<file path="src/rtl/onehot_pulse_decoder.sv">
// Sequential 3-to-8 decoder: accepts a binary code over valid/ready and drives its one-hot line for PULSE_LEN cycles.
// Define DECODER_STICKY_EN to build the sticky bitmap of every line driven since the last clear.
module onehot_pulse_decoder #(
  parameter int W         = 3,
  parameter int N_OUT     = 8,
  parameter int PULSE_LEN = 1
) (
  input  logic             clk,
  input  logic             rst,
  input  logic             in_valid,
  input  logic [W-1:0]     in_code,
  output logic             in_ready,
  output logic             out_valid,
  output logic [N_OUT-1:0] out_onehot,
  input  logic             clr_sticky,
  output logic [N_OUT-1:0] sticky
);

  typedef enum logic {IDLE, DRIVE} state_t;

  localparam logic [7:0] RELOAD = 8'(PULSE_LEN - 1);

  if (N_OUT != 2**W) begin : g_bad_n_out
    $error("onehot_pulse_decoder: N_OUT must equal 2**W");
  end
  if (PULSE_LEN < 1 || PULSE_LEN > 255) begin : g_bad_pulse_len
    $error("onehot_pulse_decoder: PULSE_LEN must be in 1..255");
  end

  state_t           state, next_state;
  logic [7:0]       cnt, next_cnt;
  logic [N_OUT-1:0] next_onehot;
  logic             next_valid;
  logic             accept;
  logic [N_OUT-1:0] decoded;

  assign accept  = in_valid && in_ready;
  assign decoded = {{(N_OUT-1){1'b0}}, 1'b1} << in_code;

  always_ff @(posedge clk or posedge rst) begin
    if (rst) begin
      state      <= IDLE;
      cnt        <= 8'd0;
      out_valid  <= 1'b0;
      out_onehot <= '0;
    end else begin
      state      <= next_state;
      cnt        <= next_cnt;
      out_valid  <= next_valid;
      out_onehot <= next_onehot;
    end
  end

  // An accept on the last DRIVE cycle reloads in place, giving back-to-back pulses with no idle gap.
  always_comb begin
    next_state  = state;
    next_cnt    = cnt;
    next_valid  = out_valid;
    next_onehot = out_onehot;
    case (state)
      IDLE: begin
        if (accept) begin
          next_state  = DRIVE;
          next_cnt    = RELOAD;
          next_valid  = 1'b1;
          next_onehot = decoded;
        end
      end
      DRIVE: begin
        if (cnt != 8'd0) begin
          next_cnt = cnt - 8'd1;
        end else if (accept) begin
          next_cnt    = RELOAD;
          next_valid  = 1'b1;
          next_onehot = decoded;
        end else begin
          next_state  = IDLE;
          next_valid  = 1'b0;
          next_onehot = '0;
        end
      end
      default: begin
        next_state  = IDLE;
        next_cnt    = 8'd0;
        next_valid  = 1'b0;
        next_onehot = '0;
      end
    endcase
  end

  // Ready is held low throughout reset even though the state already reads IDLE.
  always_comb begin
    in_ready = !rst && ((state == IDLE) || (cnt == 8'd0));
  end

`ifdef DECODER_STICKY_EN
  logic [N_OUT-1:0] sticky_q;

  // The accepted bit survives a simultaneous clear; every other bit is cleared.
  always_ff @(posedge clk or posedge rst) begin
    if (rst) begin
      sticky_q <= '0;
    end else if (accept) begin
      sticky_q <= (clr_sticky ? '0 : sticky_q) | decoded;
    end else if (clr_sticky) begin
      sticky_q <= '0;
    end
  end

  assign sticky = sticky_q;
`else
  logic unused_clr_sticky;

  assign unused_clr_sticky = clr_sticky;
  assign sticky            = '0;
`endif

endmodule

</file>
<file path="config.mk">
export PLATFORM = sky130hd
export DESIGN_NAME = onehot_pulse_decoder
export DESIGN_NICKNAME = d
export VERILOG_FILES = /design/src/rtl/onehot_pulse_decoder.sv
export SDC_FILE = /design/constraint.sdc
export NUM_CORES = 1
export LEC_CHECK = 0
export CAP_MARGIN = 20
export CORE_UTILIZATION = 51
export CTS_CLUSTER_SIZE = 8
export DETAILED_ROUTE_END_ITERATION = 16
export GPL_TIMING_DRIVEN = 0
export PLACE_DENSITY = 0.93
export SLEW_MARGIN = 15
export SYNTH_ARGS = -nofsm -noshare
export SYNTH_HDL_FRONTEND = slang
export SYNTH_SLANG_ARGS = --single-unit
</file>
<file path="constraint.sdc">
create_clock -name clk -period 5.11 [get_ports clk]
set_input_delay 1.022 -clock clk [delete_from_list [all_inputs] [get_ports clk]]
set_output_delay 1.022 -clock clk [all_outputs]
set_load 0.005 [all_outputs]
</file>
==> impl_summary.txt <==
----------------------------------------------------
[Outcome]
  Run status ... finished, final reports clean

[Clocking]
  Postcts setup bufs ... 0
  Number of hold buffers added after cts ... 0
  Count of instances resized after the clock tree is built ... 0
  Maximum clock path buffer count ... 2
  Clock latency on the worst-skew pair ... around 0.3 ns
  Number of clock buffers inserted by TritonCTS ... 3
  CTS tree ... built
  Number of clock sinks ... 18
  Root cell of the clock tree ... sky130_fd_sc_hd__clkbuf_4
  Clock transition at path regs ... about 0.10 ns
  H-Tree Depth ... 1

[Placed design]
  Count of buffers from port buffering ... 15
  Total half-perimeter wirelength after legalization and detailed placement ... between 1000 and 1500 um
  Final weighted congestion in routability-driven placement ... between 0.7 and 0.8

[Detailed routing]
  Total length of routed wires ... ~2000 um
  Drt first-iter violations ... 16
  Number of design rule violations left after detail routing ... 0
  Via count normalized by instance count ... between 5 and 6
  Antenna Nets Post-Route ... 0
  Wire per inst ... roughly 14 um
  Total number of vias ... 811
  First drt pass iteration count ... 4

[Cells and area]
  Number of antenna repair diodes ... 0
  Layout-stage area growth over the synthesis result ... 25.0%
  Fill cells ... 146
  Ratio of cells with drive above 1 in the final layout ... 16.8%
  Number of nets at the end of the flow ... about 130

[Pwr]
  Int Power ... slightly below 0.2 mW
  Share of total power in the clock network ... a little over a third
  Worst vdd ir ... about 0.13 mV
  Overall Power ... 0.253 mW
  Part of the power in combinational logic ... under 10%
  Net Sw Frac ... a little under a quarter
  Pwr Density ... 207 nW/um2
  Sequential share of power ... 56.5%
  Switch Pwr ... roughly 0.057 mW
  Leakage component of the power ... around 0.50 nW

[Timing]
  Final period util ... 65.3%
  Layout Skew ... between 0.001 and 0.0015 ns
  Number of pins exceeding their max-slew limit in the final report ... 0
  Fin Setup TNS ... 0 ns
  Count of final hold-check violations ... 0
  Maximum clock frequency ... about 0.3 GHz
  Transition time at the pin with the least slew margin ... 0.666 ns
  RSZ-0062 raised after global routing ... no
  Worst slew slack as a fraction of its limit ... between 50 and 60%
  Number of endpoints failing setup at the final stage ... 0
  Final critical delay including setup and external delays ... 3.34 ns

[Synth]
  Warning count from the yosys run ... 0
  Primary flip-flop cell chosen by synthesis mapping ... sky130_fd_sc_hd__dfrtp_1
  Fraction of the yosys area taken by sequential cells ... between 40 and 50%
  Number of storage elements in the synthesis netlist ... 18
  Syn Area/Cell ... ~10 um2
  Netlist Area Pre-Place ... just under 1000 um2
  Synth unique cells ... 33
  Mapped Cells ... approximately 100
  Post-synth ARST share ... between 90% and 100%
  EDFF count, synth ... 0

[Worst hold path]
  Worst Hold Launch ... cnt[6]
  Worst hold path type ... reg2reg
  Hold-critical path depth ... 1
  End of the worst hold path ... cnt[6]

[Setup path]
  Critical Path Start Type ... flip-flop
  Cells on worst reg2reg path ... 5
  Arrival time at the worst endpoint ... 2.31 ns
  Element type at the critical path end ... output port
  Critical Path RT ... around 4.1 ns
  Setup Crit Path Kind ... reg2out
  Critical path fanouts, max ... 6
  End of the worst register-to-register path ... out_onehot[0]
  RR Startpoint ... cnt[5]
  Slack of the worst reg-to-reg path ... between 3 and 4 ns

[Floorplanning]
  Io pins ... 25
  Die extent in y ... about 46 um
  Core region area ... ~1800 um2
  Initial core utilization ... a little under three fifths
  Die Wd ... approximately 46 um
  Die area ... roughly 2100 um2
  Placement Rows ... 15

[Global routing]
  First-pass GRT wire length ... approximately 3200 um
  GRT Overall Usage ... a little over a fifth
  Initial antenna violation count ... 0
  Pin count of the biggest net entering global routing ... 19
  Vias in the first global route ... 770
  Remaining global-route overflow ... 0

[Job]
  Max-cap violations ... 0

----------------------------------------------------
Yosys cell counts (3+ instances only):
cell	n	area, um2
sky130_fd_sc_hd__nor2_1	5	18.8
sky130_fd_sc_hd__or3_1	6	37.5
sky130_fd_sc_hd__inv_1	4	15.0
sky130_fd_sc_hd__a21oi_1	4	20.0
sky130_fd_sc_hd__dfrtp_1	18	450
sky130_fd_sc_hd__o21ai_0	5	25.0
sky130_fd_sc_hd__buf_4	8	60.1
sky130_fd_sc_hd__nand3_1	9	45.0
sky130_fd_sc_hd__a32o_1	4	40.0
sky130_fd_sc_hd__nand2_1	5	18.8
sky130_fd_sc_hd__clkbuf_1	3	11.3
power groups by stage:
| stage | registers (mW) | clock network, mW | logic (mW) |
|---|---|---|---|
| after floorplan | 0.146 | 0 | 0.0113 |
| after global placement | 0.146 | 0 | 0.0191 |
| after detailed placement | 0.146 | 0 | 0.0195 |
| after CTS | 0.143 | 0.0892 | 0.0196 |
| after global routing | 0.143 | 0.0978 | 0.0221 |
| final | 0.143 | 0.0904 | 0.0198 |
layout by cell type (no fill, tap or decap), drive strengths merged, types with 3 or more instances in the layout:
| master | synthesis | routed |
|---|---|---|
| a21oi | 4 | 4 |
| a32o | 4 | 4 |
| buf | 10 | 10 |
| clkbuf | 3 | 7 |
| clkdlybuf4s50 | 0 | 15 |
| conb | 1 | 8 |
| dfrtp | 18 | 18 |
| inv | 4 | 4 |
| nand2 | 6 | 6 |
| nand3 | 9 | 9 |
| nor2 | 6 | 6 |
| nor3 | 3 | 3 |
| o21ai | 5 | 5 |
| or3 | 6 | 6 |
critical path: stages, from the launching register on:
cell,delay [ns]
sky130_fd_sc_hd__dfrtp_1,0.43
sky130_fd_sc_hd__or4_4,0.52
sky130_fd_sc_hd__buf_6,0.15
sky130_fd_sc_hd__o31a_1,0.29
sky130_fd_sc_hd__nor2_1,0.10
sky130_fd_sc_hd__clkdlybuf4s50_1,0.52
cell type report:
cell class	instances	area [um2]	area share [%]
Sequential cell	18	450	36.9
Multi-Input combinational cell	71	444	36.4
Timing Repair Buffer	15	150	12.3
Buffer	13	93.8	7.68
Clock buffer	4	36.3	2.97
Tap cell	25	31.3	2.56
Inverter	4	15.0	1.23
metal layers:
layer	part of all wire (%)	up-vias	global-route usage, %	wire, um
met5	0	-	0	0
met4	1.8	0	10.6	36
met3	3.1	4	3.97	62
met2	49	20	36.9	996
met1	46	389	26.8	930
li1	-	398	-	-
cells by family after synthesis:
group                      Yosys count  synth area share (%)
AOI/OAI and AO/OA                   23                  18.8
adders and majority gates            1                  1.28
buffers and inverters               17                  11.1
DFF                                 18                  46.1
muxes                                1                  1.02
other                                1                 0.384
and+or+nand+nor                     38                  21.3
state kept, by name (all words and copies together) (netlist names):
signal and cells:
cnt 8, state 1, out_onehot 8, out_valid 1
stage by stage:
| step | hold slack [ns] | setup WS, ns | area, um2 | util [%] | std cells |
|---|---|---|---|---|---|
| after global routing | 0.537 | 1.70 | 1220 | 69.2 | 150 |
| after CTS | 0.508 | 1.78 | 1220 | 69.2 | 150 |
| after global placement | 0.466 | 1.95 | 1180 | 67.2 | 146 |
| final | 0.505 | 1.77 | 1220 | 69.2 | 150 |
| after floorplan | 0.451 | 2.65 | 1000 | - | 106 |
| after detailed placement | 0.485 | 1.95 | 1180 | 67.2 | 146 |
how the worst max path moves through the flow:
stage                 from       end  cells after the start
CTS                 cnt[5]  in_ready                      5
global route        cnt[5]  in_ready                      5
detailed placement     rst  in_ready                      3
finish              cnt[5]  in_ready                      5
global placement       rst  in_ready                      3
floorplan           cnt[5]  in_ready                      4
Power figures use the tool's default switching activity.
